[config.mk]
export PLATFORM = sky130hd
export DESIGN_NAME = mem_copy_engine_flat
export DESIGN_NICKNAME = d
export VERILOG_FILES = /design/src/rtl/mem_copy_engine_if.sv /design/src/rtl/mem_copy_engine.sv /design/src/flat_wrapper.sv
export SDC_FILE = /design/constraint.sdc
export NUM_CORES = 1
export LEC_CHECK = 0
export BUFFER_PORTS_ARGS = -buffer_cell sky130_fd_sc_hd__buf_4
export CAP_MARGIN = 0
export CELL_PAD_IN_SITES_DETAIL_PLACEMENT = 0
export CELL_PAD_IN_SITES_GLOBAL_PLACEMENT = 1
export CORE_ASPECT_RATIO = 0.6
export CORE_MARGIN = 2
export CORE_UTILIZATION = 46
export CTS_BUF_LIST = sky130_fd_sc_hd__clkbuf_4
export DETAILED_ROUTE_END_ITERATION = 10
export PLACE_DENSITY = 0.91
export SYNTH_ARGS = -nofsm -noshare
export SYNTH_HDL_FRONTEND = slang
export SYNTH_SLANG_ARGS = --single-unit
[constraint.sdc]
create_clock -name i_clock -period 5.5 [get_ports i_clock]
set_input_delay 0.55 -clock i_clock [delete_from_list [all_inputs] [get_ports i_clock]]
set_output_delay 0.55 -clock i_clock [all_outputs]
set_load 0.03 [all_outputs]
[src/rtl/mem_copy_engine_if.sv]
// Control and memory bus bundle for the memory copy engine.
// master drives requests and read data, slave is the engine.
interface mem_copy_engine_if;
  logic        start;
  logic [31:0] src_base;
  logic [31:0] dst_base;
  logic [10:0] len;
  logic        busy;
  logic        done;
  logic        error;
  logic        mem_ren;
  logic        mem_wen;
  logic [31:0] mem_addr;
  logic [31:0] mem_din;
  logic [31:0] mem_dout;

  modport master (
    output start, src_base, dst_base, len, mem_dout,
    input  busy, done, error,
    input  mem_ren, mem_wen, mem_addr, mem_din
  );

  modport slave (
    input  start, src_base, dst_base, len, mem_dout,
    output busy, done, error,
    output mem_ren, mem_wen, mem_addr, mem_din
  );
endinterface

[src/rtl/mem_copy_engine.sv]
// Word-by-word memory copy engine: one read cycle then one write
// cycle per word, ascending addresses, all outputs registered.
module mem_copy_engine #(
  parameter int MEM_WORDS = 1024
) (
  input logic i_clock,
  input logic i_reset,
  mem_copy_engine_if.slave bus
);

  typedef enum logic [2:0] {
    S_IDLE,
    S_READ,
    S_WRITE,
    S_DONE,
    S_ERR
  } state_t;

  state_t      r_state;
  logic [31:0] r_src;
  logic [31:0] r_dst;
  logic [10:0] r_len;
  logic [10:0] r_idx;
  logic        r_busy;
  logic        r_done;
  logic        r_error;
  logic        r_ren;
  logic        r_wen;
  logic [31:0] r_addr;
  logic [31:0] r_data;

  logic [32:0] w_src_end;
  logic [32:0] w_dst_end;
  logic        w_illegal;
  logic [10:0] w_idx_nxt;
  logic        w_more;

  // Bounds check at 33 bits so base+len can never wrap.
  assign w_src_end = {1'b0, bus.src_base} + {22'b0, bus.len};
  assign w_dst_end = {1'b0, bus.dst_base} + {22'b0, bus.len};
  assign w_illegal = (w_src_end > 33'(MEM_WORDS)) ||
                     (w_dst_end > 33'(MEM_WORDS));
  assign w_idx_nxt = r_idx + 11'd1;
  assign w_more    = w_idx_nxt < r_len;

  // Sequencer; outputs are computed for the state being entered.
  always_ff @(posedge i_clock) begin
    if (i_reset) begin
      r_state <= S_IDLE;
      r_src   <= '0;
      r_dst   <= '0;
      r_len   <= '0;
      r_idx   <= '0;
      r_busy  <= 1'b0;
      r_done  <= 1'b0;
      r_error <= 1'b0;
      r_ren   <= 1'b0;
      r_wen   <= 1'b0;
      r_addr  <= '0;
      r_data  <= '0;
    end else begin
      r_busy  <= 1'b0;
      r_done  <= 1'b0;
      r_error <= 1'b0;
      r_ren   <= 1'b0;
      r_wen   <= 1'b0;
      r_addr  <= '0;
      r_data  <= '0;
      unique case (r_state)
        S_IDLE: begin
          if (bus.start) begin
            r_src <= bus.src_base;
            r_dst <= bus.dst_base;
            r_len <= bus.len;
            r_idx <= '0;
            if (w_illegal) begin
              r_state <= S_ERR;
              r_error <= 1'b1;
            end else if (bus.len == '0) begin
              r_state <= S_DONE;
              r_done  <= 1'b1;
            end else begin
              r_state <= S_READ;
              r_ren   <= 1'b1;
              r_busy  <= 1'b1;
              r_addr  <= bus.src_base;
            end
          end
        end
        S_READ: begin
          r_state <= S_WRITE;
          r_wen   <= 1'b1;
          r_busy  <= 1'b1;
          r_addr  <= r_dst + {21'b0, r_idx};
          r_data  <= bus.mem_dout;
        end
        S_WRITE: begin
          r_idx <= w_idx_nxt;
          if (w_more) begin
            r_state <= S_READ;
            r_ren   <= 1'b1;
            r_busy  <= 1'b1;
            r_addr  <= r_src + {21'b0, w_idx_nxt};
          end else begin
            r_state <= S_DONE;
            r_done  <= 1'b1;
          end
        end
        S_DONE:  r_state <= S_IDLE;
        S_ERR:   r_state <= S_IDLE;
        default: r_state <= S_IDLE;
      endcase
    end
  end

  assign bus.busy     = r_busy;
  assign bus.done     = r_done;
  assign bus.error    = r_error;
  assign bus.mem_ren  = r_ren;
  assign bus.mem_wen  = r_wen;
  assign bus.mem_addr = r_addr;
  assign bus.mem_din  = r_data;

endmodule

[src/flat_wrapper.sv]
// flat-port wrapper written by rule: the top's interface ports become plain ports
module mem_copy_engine_flat 
#(
  parameter int MEM_WORDS = 1024
)
  (i_clock, i_reset, bus_start, bus_src_base, bus_dst_base, bus_len, bus_mem_dout, bus_busy, bus_done, bus_error, bus_mem_ren, bus_mem_wen, bus_mem_addr, bus_mem_din);
  mem_copy_engine_if bus_i ();
  input logic i_clock;
  input logic i_reset;
  input wire logic [$bits(bus_i.start)-1:0] bus_start;
  input wire logic [$bits(bus_i.src_base)-1:0] bus_src_base;
  input wire logic [$bits(bus_i.dst_base)-1:0] bus_dst_base;
  input wire logic [$bits(bus_i.len)-1:0] bus_len;
  input wire logic [$bits(bus_i.mem_dout)-1:0] bus_mem_dout;
  output wire logic [$bits(bus_i.busy)-1:0] bus_busy;
  output wire logic [$bits(bus_i.done)-1:0] bus_done;
  output wire logic [$bits(bus_i.error)-1:0] bus_error;
  output wire logic [$bits(bus_i.mem_ren)-1:0] bus_mem_ren;
  output wire logic [$bits(bus_i.mem_wen)-1:0] bus_mem_wen;
  output wire logic [$bits(bus_i.mem_addr)-1:0] bus_mem_addr;
  output wire logic [$bits(bus_i.mem_din)-1:0] bus_mem_din;
  assign bus_i.start = bus_start;
  assign bus_i.src_base = bus_src_base;
  assign bus_i.dst_base = bus_dst_base;
  assign bus_i.len = bus_len;
  assign bus_i.mem_dout = bus_mem_dout;
  assign bus_busy = bus_i.busy;
  assign bus_done = bus_i.done;
  assign bus_error = bus_i.error;
  assign bus_mem_ren = bus_i.mem_ren;
  assign bus_mem_wen = bus_i.mem_wen;
  assign bus_mem_addr = bus_i.mem_addr;
  assign bus_mem_din = bus_i.mem_din;
  mem_copy_engine #(.MEM_WORDS(MEM_WORDS)) u_core (.i_clock(i_clock), .i_reset(i_reset), .bus(bus_i));
endmodule
==> impl_metrics.yaml <==
run_status:
  status: "completed"
setup_path:
  worstPathArrival_ns: 4.97
  cp-end-kind: "flip-flop"
  path_class: "flip-flop to flip-flop"
  cp-start-kind: "flip-flop"
  rr_worst_depth: 14
  path_max_fanout: 22
  critical_path_required_ns: 5.97
die:
  die_width_um: 193.1
  dieArea_um2: 22670
  initial_core_util_pct: 46.91
  die_h_um: 117.4
  ioPinCount: 179
  core-area_um2: 21030
  row_count: 41
synth:
  netlist_area_um2: 9866
  synthMuxAreaShare_pct: 0.7356
  synth.avg_cell_area_um2: 7.799
  synth_compound_area_share_pct: 20.51
  synth_ff_type: "dfxtp_1"
  synthAdderAreaFrac_pct: 7.787
  synth_edf_count: 0
  synth_seq_area_share_pct: 32.06
  synthSimpleGateAreaFrac_pct: 26.27
  synth_nets: 1434
  ys_ff_latch: 158
  async_reset_ff_share_pct: 0
  yosysTopAreaCell: "dfxtp_1"
  synth_area_leaders: "dfxtp_1, nand2_1, ha_1, a21oi_1, xor2_1"
  synth_common_cells: "nand2_1, dfxtp_1, a21oi_1, nor2_1, and3_1"
  yosys.area.top_type_share_pct: 32.06
  synth_top_family_by_area: "simple AND/OR/NAND/NOR gates"
  synth_xor_area_share_pct: 7.457
  ys_types: 79
  yosys_warnings: 0
  synth_most_common_cell: "nand2_1"
  synth_cells: 1265
grt:
  grt_max_degree: 90
  grt_overflow_total: 0
  grt_usage_pct: 27.79
  grt_antenna_before_repair: 1
  grt_pass1_vias: 8639
  grt_pass1_wl_um: 48830
timing:
  rsz0062_at_grt: "no"
  timing.fmax_mhz: 222.2
  clock_skew_ns: 0.02358
  hold_viol: 0
  period_share_pct: 81.81
  relSlewSlack_pct: 33.20
  worst_slew_pin_slew_ns: 1.002
  post-route-min-period_ns: 4.500
  setup_viol: 0
  slew_violations: 0
  tns_ns: 0
routing:
  antenna_left: 0
  first_iter_violations: 1183
  drcViolationCount: 0
  wire_per_inst_um: 18.82
  drt_first_pass_iters: 5
  vias: 9840
  vias_per_cell: 5.819
  finalWirelength_um: 31830
clock_tree:
  clockRootBuffer: "clkbuf_4"
  clk_pin_slew_worst_paths_ns: 0.17
  hold_buffers: 0
  clk_latency_ns: 0.58
  cts_resized: 0
  cts_buffers: 17
  cts_max_path_buffers: 2
  cts_setup_buffers: 0
  clock_sinks: 158
  cts_tree: "yes"
  htreeDepth: 4
placement:
  placed_cells: 1658
  hpwl_um: 24840
  gp_congestion: 0.9222
  port_buffers: 178
pwr:
  clkPwrFrac_pct: 29.5
  p_total_uw: 2418
  seqPwrFrac_pct: 50.5
  powerDensity_nw_per_um2: 209.5
  p_int_uw: 1579
  comb_power_share_pct: 20.0
  p_leak_uw: 0.004847
  switching_power_uw: 839.3
  p_sw_share_pct: 34.71
  max-vdd-ir-drop_v: 0.0001263
worst_hold_path:
  whs_path_depth: 2
  hp-class: "input pin to flip-flop"
cells_and_area:
  fillers: 2089
  areaGrowthSynthToFinish_pct: 16.99
  fin_nets: 1567
  drive_gt1_share_pct: 18.00
  instances_no_fill: 1691
run:
  drv_cap: 0
[cell usage in the layout (no fill, tap or decap), drive strengths merged, types with 6 or more instances in the layout]
master	synthesis	layout
xor2	47	47
o211ai	9	9
o22ai	36	36
a21o	9	9
a211oi	15	15
buf	27	183
and3	56	56
clkbuf	42	17
nand4	34	34
inv	38	45
xnor2	37	37
nor3	19	19
nor4	12	12
nand4b	6	6
dfxtp	158	158
ha	55	55
o21a	9	9
nor2b	12	12
and2	6	6
nand2b	6	6
or2	6	6
o21ai	47	47
a22oi	8	8
a21oi	128	128
a31oi	9	9
nand3	41	41
a21boi	6	6
nand2	236	236
nor2	74	74
[power by group through the flow]
stage          Sequential, uW  Combinational, uW  Clock (uW)
6_report                 1220                484         713
5_1_grt                  1220                531         783
4_1_cts                  1220                473         726
3_5_place_dp             1240                471           0
3_3_place_gp             1240                470           0
2_1_floorplan            1230                306           0
[worst paths after layout]
check                                  endpoint  slack, ns                    startpoint
min           u_core.bus.mem_din[10]$_SDFF_PP0_       0.17              bus_mem_dout[10]
max reg2reg  u_core.bus.mem_addr[31]$_SDFF_PP0_       1.00  u_core.r_idx[0]$_SDFFE_PP0P_
min reg2reg        u_core.r_len[9]$_SDFFE_PP0P_       0.47  u_core.r_len[9]$_SDFFE_PP0P_
max          u_core.bus.mem_addr[31]$_SDFF_PP0_       1.00  u_core.r_idx[0]$_SDFFE_PP0P_
[layout make-up]
class | count | area, um^2 | share of cell area, %
multi-input combinational | 1000 | 6212 | 53.82
clock buffer | 17 | 127.6 | 1.106
timing repair buffer | 183 | 1374 | 11.90
antenna | 1 | 2.502 | 0.02168
inverter | 38 | 142.6 | 1.236
clock inverter | 15 | 171.4 | 1.485
sequential | 158 | 3163 | 27.40
tap | 279 | 349.1 | 3.024
[flip-flops by register name (all words and copies together), names as in the netlist]
signal and flops:
u_core.bus.mem_addr 32, u_core.bus.mem_din 32, u_core.r_dst 32, u_core.r_src 32
u_core.r_idx 11, u_core.r_len 11, u_core.r_state 3, u_core.bus.busy 1
u_core.bus.done 1, u_core.bus.error 1, u_core.bus.mem_ren 1, u_core.bus.mem_wen 1
[worst max-delay path: stages, from the launching register on]
cell,delay [ns]
dfxtp_1,0.48
ha_1,0.28
and3_1,0.21
and3_1,0.25
and3_1,0.25
nand3_1,0.11
xnor2_1,0.42
ha_1,0.34
o2111ai_1,0.08
a21oi_1,0.07
a211oi_1,0.29
nand2_1,0.39
inv_1,0.35
nand2_1,0.48
o22ai_1,0.39
[logic make-up after synthesis]
| kind of cell | Yosys count |
|---|---|
| adders and majority gates | 59 |
| AOI/OAI and AO/OA | 318 |
| and+or+nand+nor | 532 |
| buffers and inverters | 107 |
| muxes | 7 |
| xor gates and xnor gates | 84 |
| DFF | 158 |
[through the flow]
step / util, % / hold WS [ns] / cell area, um^2 / setup WS (ns)
final: 54.88 / 0.1730 / 11540 / 1.000
after global routing: 54.88 / 0.1118 / 11540 / 0.7392
after CTS: 54.87 / 0.1353 / 11540 / 1.063
after detailed placement: 53.44 / 0.4491 / 11240 / 0.8596
after global placement: 53.44 / 0.4446 / 11240 / 0.9599
after floorplan: - / 0.4336 / 9866 / 1.807
[routing by layer]
layer,up-vias,routed length [um],global-route usage (%)
met2,460,11960,35.36
li1,4782,-,-
met4,0,202,4.498
met3,18,3673,6.106
met5,-,0,0
met1,4580,16000,46.39
Note: power is estimated with default switching activity, not from simulation.
